$ cat config.mk
export PLATFORM = sky130hd
export DESIGN_NAME = reg_file_sb
export DESIGN_NICKNAME = d
export VERILOG_FILES = /design/src/rtl/reg_file_sb_pkg.sv /design/src/rtl/reg_file_sb_rdport.sv /design/src/rtl/reg_file_sb.sv
export SDC_FILE = /design/constraint.sdc
export NUM_CORES = 1
export LEC_CHECK = 0
export BUFFER_PORTS_ARGS = -buffer_cell sky130_fd_sc_hd__buf_2
export CAP_MARGIN = 20
export CORE_MARGIN = 4
export CORE_UTILIZATION = 50
export CTS_BUF_LIST = sky130_fd_sc_hd__clkbuf_8
export CTS_CLUSTER_SIZE = 25
export DETAILED_ROUTE_END_ITERATION = 7
export PLACE_DENSITY_LB_ADDON = 0.15
export SYNTH_ARGS = -nofsm -noshare
export SYNTH_HDL_FRONTEND = slang
export SYNTH_SLANG_ARGS = --single-unit
$ cat constraint.sdc
create_clock -name CLK -period 1.49 [get_ports CLK]
set_input_delay 0.149 -clock CLK [delete_from_list [all_inputs] [get_ports CLK]]
set_output_delay 0.149 -clock CLK [all_outputs]
set_load 0.005 [all_outputs]
$ cat src/rtl/reg_file_sb_pkg.sv
// Shared types and busy-bit update rule for the scoreboarded register file.
// Used by reg_file_sb and reg_file_sb_rdport.
package reg_file_sb_pkg;

  localparam int unsigned DefDataW = 8;
  localparam int unsigned DefAddrW = 3;

  typedef logic [DefDataW-1:0] data_t;
  typedef logic [DefAddrW-1:0] addr_t;

  // A reserve landing in the same cycle as the write-back wins.
  function automatic logic next_busy(logic cur, logic wr_hit, logic res_hit);
    return res_hit | (cur & ~wr_hit);
  endfunction

endpackage

$ cat src/rtl/reg_file_sb_rdport.sv
// One registered read port of reg_file_sb: returns data and busy one cycle after the address.
// With REG_FILE_SB_BYPASS_EN defined, a same-cycle write/reserve is forwarded to the read.
module reg_file_sb_rdport
  import reg_file_sb_pkg::*;
#(
  parameter int unsigned DATA_W   = DefDataW,
  parameter int unsigned ADDR_W   = DefAddrW,
  parameter bit          ZERO_REG = 1'b0
) (
  input  logic              clk_i,
  input  logic              reset_i,
  input  logic [ADDR_W-1:0] addr_i,
  input  logic [DATA_W-1:0] rd_data_i,
  input  logic              rd_busy_i,
  input  logic              wr_en_i,
  input  logic [ADDR_W-1:0] wr_addr_i,
  input  logic [DATA_W-1:0] wr_data_i,
  input  logic              res_en_i,
  input  logic [ADDR_W-1:0] res_addr_i,
  output logic [DATA_W-1:0] data_o,
  output logic              busy_o
);

  logic [DATA_W-1:0] data_d, data_q;
  logic              busy_d, busy_q;

  always_comb begin
`ifdef REG_FILE_SB_BYPASS_EN
    data_d = (wr_en_i && (wr_addr_i == addr_i)) ? wr_data_i : rd_data_i;
    busy_d = next_busy(rd_busy_i, wr_en_i && (wr_addr_i == addr_i),
                       res_en_i && (res_addr_i == addr_i));
`else
    data_d = rd_data_i;
    busy_d = rd_busy_i;
`endif
    if (ZERO_REG && (addr_i == '0)) begin
      data_d = '0;
      busy_d = 1'b0;
    end
  end

`ifndef REG_FILE_SB_BYPASS_EN
  logic unused_bypass;
  assign unused_bypass = ^{wr_en_i, wr_addr_i, wr_data_i, res_en_i, res_addr_i};
`endif

  always_ff @(posedge clk_i) begin
    if (reset_i) begin
      data_q <= '0;
      busy_q <= 1'b0;
    end else begin
      data_q <= data_d;
      busy_q <= busy_d;
    end
  end

  assign data_o = data_q;
  assign busy_o = busy_q;

endmodule

$ cat src/rtl/reg_file_sb.sv
// Scoreboarded register file: two registered read ports, one write port, per-register busy bit.
// Optional build macro REG_FILE_SB_BYPASS_EN forwards same-cycle updates to the read ports.
module reg_file_sb
  import reg_file_sb_pkg::*;
#(
  parameter int unsigned DATA_W   = DefDataW,
  parameter int unsigned ADDR_W   = DefAddrW,
  parameter bit          ZERO_REG = 1'b0
) (
  input  logic              CLK,
  input  logic              RESET,
  input  logic [DATA_W-1:0] IN,
  input  logic [ADDR_W-1:0] INADDRESS,
  input  logic              WRITE,
  input  logic              RESERVE,
  input  logic [ADDR_W-1:0] RESADDRESS,
  output logic              RES_STALL,
  input  logic [ADDR_W-1:0] OUT1ADDRESS,
  input  logic [ADDR_W-1:0] OUT2ADDRESS,
  output logic [DATA_W-1:0] OUT1,
  output logic [DATA_W-1:0] OUT2,
  output logic              OUT1_BUSY,
  output logic              OUT2_BUSY
);

  localparam int unsigned Depth = 2 ** ADDR_W;

  logic [Depth-1:0][DATA_W-1:0] regs_q, regs_d;
  logic [Depth-1:0]             busy_q, busy_d;
  logic                         wr_en, res_en;

  always_comb begin
    // A write-back to the same register in this cycle frees it in time for the reserve.
    RES_STALL = RESERVE & busy_q[RESADDRESS] & ~(WRITE & (INADDRESS == RESADDRESS));
    wr_en     = WRITE & ~(ZERO_REG && (INADDRESS == '0));
    res_en    = RESERVE & ~RES_STALL & ~(ZERO_REG && (RESADDRESS == '0));

    regs_d = regs_q;
    if (wr_en) begin
      regs_d[INADDRESS] = IN;
    end
    for (int unsigned i = 0; i < Depth; i++) begin
      busy_d[i] = next_busy(busy_q[i], wr_en && (INADDRESS == ADDR_W'(i)),
                            res_en && (RESADDRESS == ADDR_W'(i)));
    end
  end

  always_ff @(posedge CLK) begin
    if (RESET) begin
      regs_q <= '0;
      busy_q <= '0;
    end else begin
      regs_q <= regs_d;
      busy_q <= busy_d;
    end
  end

  reg_file_sb_rdport #(
    .DATA_W   (DATA_W),
    .ADDR_W   (ADDR_W),
    .ZERO_REG (ZERO_REG)
  ) u_rdport1 (
    .clk_i      (CLK),
    .reset_i    (RESET),
    .addr_i     (OUT1ADDRESS),
    .rd_data_i  (regs_q[OUT1ADDRESS]),
    .rd_busy_i  (busy_q[OUT1ADDRESS]),
    .wr_en_i    (wr_en),
    .wr_addr_i  (INADDRESS),
    .wr_data_i  (IN),
    .res_en_i   (res_en),
    .res_addr_i (RESADDRESS),
    .data_o     (OUT1),
    .busy_o     (OUT1_BUSY)
  );

  reg_file_sb_rdport #(
    .DATA_W   (DATA_W),
    .ADDR_W   (ADDR_W),
    .ZERO_REG (ZERO_REG)
  ) u_rdport2 (
    .clk_i      (CLK),
    .reset_i    (RESET),
    .addr_i     (OUT2ADDRESS),
    .rd_data_i  (regs_q[OUT2ADDRESS]),
    .rd_busy_i  (busy_q[OUT2ADDRESS]),
    .wr_en_i    (wr_en),
    .wr_addr_i  (INADDRESS),
    .wr_data_i  (IN),
    .res_en_i   (res_en),
    .res_addr_i (RESADDRESS),
    .data_o     (OUT2),
    .busy_o     (OUT2_BUSY)
  );

endmodule

# Yosys cells after proc, flatten, opt, wreduce, memory -nomap -nowiden
# Cells that the tools add are included.
word_totals:
  output_inout_bits: 19
  inputBits: 24
  ff_bits: 90
op_classes:
  n_reduce_logical: 19
  order_cmp: 5
  mux: 13
  eq_ne: 15
  bitwise_logic: 30
ops:
  columns: ["op", "n"]
  rows:
  - ["64-bit bitwise mux", 1]
  - ["8-bit binary-select mux with 3-bit select", 2]
  - ["8-bit demux with 3-bit select", 1]
  - ["3-bit equality test (second input constant)", 8]
  - ["8-bit 2-to-1 mux", 3]
  - ["1-bit logical AND", 17]
  - ["3-bit by 4-bit < comparator with 1-bit output (second input constant)", 4]
  - ["1-bit bitwise AND", 12]
  - ["3-bit by 2-bit equality test with 1-bit output (second input constant)", 4]
  - ["1-bit inverter", 10]
  - ["1-bit binary-select mux with 3-bit select", 3]
  - ["1-bit bitwise OR", 8]
  - ["3-bit by 1-bit equality test with 1-bit output (second input constant)", 2]
  - ["3-bit zero test", 2]
  - ["3-bit equality test", 1]
  - ["3-bit by 1-bit >= comparator with 1-bit output (second input constant)", 1]
  - ["1-bit 2-to-1 mux", 3]

# Longest topological paths before layout
logic_depth:
  ltp_word: 8
  mapped_depth: 6
  depth_no_buf: 4

# Modules after synthesis
# A second synthesis with hierarchy kept.
unflattened:
  hier_cells: 444
  hier_area_um2: 4484.3
modules_own_cells:
  columns: ["module", "area_each_um2", "instances", "cells_each"]
  rows:
  - ["reg_file_sb", 4011.3, 1, 408]
  - ["reg_file_sb_rdport", 236.5, 2, 18]

# Worst setup path before layout
# Ideal clock, no wire load.
synth_path:
  path_kind: "input to register"
  start: "input port OUT2ADDRESS[0]"
  end: "register u_rdport2.data_q[6], in the netlist u_rdport2.data_o[6]"
  arrival_ps: 1177
  slack_ps: 185
  required_ps: 1362
  stages: 5
  cell_sequence: "buf_4 buf_6 mux4_2 mux2i_1 nor2_1"
synth_between:
  elab_chain_len: 2
synth_lines:
  columns: ["element", "line", "text"]
  rows:
  - ["start, declared", "reg_file_sb.sv:19", "input logic [ADDR_W-1:0] OUT2ADDRESS,"]
  - ["8-bit binary-select mux with 3-bit select", "reg_file_sb.sv:85", ".rd_data_i (regs_q[OUT2ADDRESS]),"]
  - ["8-bit 2-to-1 mux (not written as such)", "reg_file_sb.sv:85", null]
  - ["end signal, assigned", "reg_file_sb_rdport.sv:52", "data_q <= data_d;"]
  - ["end, declared", "reg_file_sb_rdport.sv:24", "logic [DATA_W-1:0] data_d, data_q;"]
# No other way between the ends. The select of a mux whose other input is x is not followed.
# A chain may end at the register's enable or synchronous reset.

# Final worst setup path
layout_path:
  start: "register busy_q[5]"
  end: "output port RES_STALL"
layout_between:
  elab_chain_len: 4
layout_lines:
  columns: ["element", "line", "text"]
  rows:
  - ["start, declared", "reg_file_sb.sv:29", "logic [Depth-1:0] busy_q, busy_d;"]
  - ["start signal, assigned", "reg_file_sb.sv:54", "busy_q <= busy_d;"]
  - ["1-bit binary-select mux with 3-bit select", "reg_file_sb.sv:34", "RES_STALL = RESERVE & busy_q[RESADDRESS] & ~(WRITE & (INADDRESS == RESADDRESS));"]
  - ["1-bit 2-to-1 mux (not written as such)", "reg_file_sb.sv:34", null]
  - ["1-bit bitwise AND (2 in a row)", "reg_file_sb.sv:34", null]
  - ["end, declared", "reg_file_sb.sv:17", "output logic RES_STALL,"]
# No other way between the ends. The select of a mux whose other input is x is not followed.

==> qor.yml <==
status:
  status: "complete, but fails checks"
  violations: "negative setup slack"
die:
  io_pins: 43
  start_util_pct: 51.3
  core-area_mm2: 0.00822
  rows: 33
  die_h_um: 99.8
  die_area_mm2: 0.00996
  die-width_um: 99.8
layout:
  instances_no_fill: 612
  drive_gt1_share_pct: 28.4
  diodes: 0
  synthToLayoutAreaGrowth_pct: 18.1
  utilization_pct: 60.6
  final_common_cell: "nand2_1"
  layout_common_cells: "nand2_1 (136), dfxtp_1 (84), a21oi_1 (64)"
  layout.nets: 526
clock_network:
  clkLatencyLatePin_ns: 0.36
  cts-root-buf: "clkbuf_8"
  clock_sinks: 90
  clock_path_buffers: 2
  ctsHoldBuffers: 0
  tritoncts: "built"
  cts_buffers: 9
  clk_pin_slew_ns: 0.10
  htreeDepth: 3
synth:
  synth_simple_gate_area_share_pct: 18.3
  synth_area_mm2: 0.00422
  ys_ff_latch: 90
  synth_top_family_by_area: "multiplexers"
  synth-xor-area-share_pct: 0.623
  synth_adder_area_share_pct: 0
  synth.distinct_cells: 28
  synth.area.mux_share_pct: 24.7
  syn_inst: 446
  synth_fp_nets: 470
  synth_area_per_cell_um2: 9.45
  ys_seq_area_share_pct: 42.7
  yosysWarningCount: 0
  synth_compound_area_share_pct: 9.74
drt:
  wl_per_cell_um: 18.3
  dr.pass1.iters: 4
  drc: 0
  vias: 3466
  ant_nets: 0
  drt-total-wl_um: 11200
  drt_iter0_drc: 153
  viasPerCell: 5.66
sta:
  min_period_ns: 1.62
  hold_violations: 0
  slew_headroom_pct: 71.1
  period_share_pct: 108
  max_freq_ghz: 0.619
  fin_hold_ws_ns: 0.0865
  drv_slew: 0
  setup_slack_ns: -0.125
  final-setup-viol-count: 1
  worst_pin_slew_ns: 0.432
  final.setup_skew_ns: 0.0122
  rsz0062_at_grt: "yes"
global_routing:
  grt_antenna_before_repair: 0
  grt.overflow.total: 0
  grt_pass1_wl_um: 18000
  grt_start_max_net_pins: 61
  grt_use_total_pct: 23.7
  grt_pass1_vias: 3477
place:
  hpwlAfterDp_um: 7780
  gp_congestion: 0.819
  dp_cells: 590
  portBuffers: 42
worst_setup_path:
  cp_max_fo: 2
  arrival_ns: 1.47
  end_kind: "output port"
  crit_required_ns: 1.34
  crit_type: "reg2out"
  startpoint_type: "flip-flop"
pwr:
  seq_power_share_pct: 54.2
  p_comb_share_pct: 11.9
  irDropWorstVdd_uv: 436
  p_clk_share_pct: 33.9
  powerDensity_mw_per_mm2: 922
  switching_share_pct: 27.6
  power_switching_w: 0.00127
  p_int_w: 0.00332
  p_leak_nw: 1.88
run:
  cap_violations: 0
hold_path:
  hp-class: "in2reg"
[logic make-up (layout without fill, tap and decap cells)]
family,Yosys count,count (layout)
flip-flops,90,90
multiplexers,57,57
AO/OA/AOI/OAI,75,75
AND/OR/NAND/NOR,187,187
buffers and inverters,34,95
XOR/XNOR,3,3
[power groups by stage]
stage               Combinational [W]  Clock [W]  Sequential (W)
finish                       0.000546    0.00156         0.00249
global route                 0.000588    0.00168         0.00250
CTS                          0.000541    0.00159         0.00249
detailed placement           0.000519          0         0.00254
global placement             0.000516          0         0.00254
floorplan                    0.000337          0         0.00254
[critical path, cell delays in order, from the launching register on]
cell	delay [ns]
dfxtp_2	0.33
mux2_4	0.28
o221ai_4	0.20
a31oi_4	0.06
o21a_1	0.12
buf_2	0.12
[layer usage]
layer	track usage, %	vias to the layer above	share of wire [%]	routed length, um
li1	-	1665	-	-
met1	30.9	1667	42	4720
met2	38.5	112	49	5490
met3	4.17	22	6.1	680
met4	10.8	0	2.8	318
met5	0	-	0	0
[layout make-up]
type | count | area (um^2)
Multi-Input combinational cell | 322 | 2280
Tap cell | 105 | 131
Fill cell | 705 | 3240
Clock buffer | 9 | 124
Sequential cell | 90 | 1810
Clock inverter | 7 | 53.8
Timing Repair Buffer | 79 | 576
[stage by stage]
step	cell area (um^2)	total power [W]	TNS [ns]	setup slack (ns)
after detailed placement	4710	0.00306	0	0.0840
final	4980	0.00459	-0.125	-0.125
after global placement	4710	0.00306	0	0.110
after global routing	4980	0.00477	-0.174	-0.174
after CTS	4960	0.00462	-0.138	-0.138
after floorplan	4220	0.00287	0	0.185
[final timing paths]
kind | start | to | slack [ns] | depth (start not counted)
max | busy_q[5] | RES_STALL | -0.13 | 5
min | IN[4] | regs_q[44] | 0.09 | 3
max reg2reg | busy_q[5] | busy_q[3] | 0.06 | 5
min reg2reg | regs_q[62] | regs_q[62] | 0.47 | 2
[state kept, by name (all words and copies together) (netlist names)]
name and count:
busy_q 8, regs_q 64, u_rdport1.busy_o 1, u_rdport2.data_o 8, u_rdport2.busy_o 1, u_rdport1.data_o 8
[what timing repair did]
item / 4_1_cts / 5_1_grt
resized for setup: 9 / 2
endpoints found under the hold margin: 0 / 0
pin swaps: 1 / 1
setup endpoints to repair: 1 / 3
buffers inserted: 6 / 0
[cells in the mapped netlist]
cell type | n | area share, %
buf_2 | 8 | 0.95
nand2_1 | 136 | 12
or3_1 | 1 | 0.15
dfxtp_1 | 90 | 43
clkbuf_1 | 11 | 0.98
mux2i_1 | 18 | 4.3
nand3b_1 | 8 | 1.4
xnor2_1 | 1 | 0.21
nor2_1 | 27 | 2.4
o41ai_1 | 4 | 0.83
nand4_1 | 1 | 0.15
mux4_2 | 37 | 20
nor3_1 | 1 | 0.12
a31oi_2 | 1 | 0.30
nor3_2 | 1 | 0.24
buf_1 | 10 | 0.89
a21oi_1 | 64 | 7.6
buf_6 | 3 | 0.80
buf_4 | 2 | 0.36
mux2_1 | 1 | 0.27
nor2b_1 | 3 | 0.45
nand2b_1 | 5 | 0.74
o21ai_0 | 4 | 0.47
o21a_1 | 1 | 0.18
mux2_4 | 1 | 0.36
nand3_1 | 4 | 0.47
o221ai_2 | 1 | 0.36
xor2_1 | 2 | 0.42
Power figures use the tool's default switching activity.
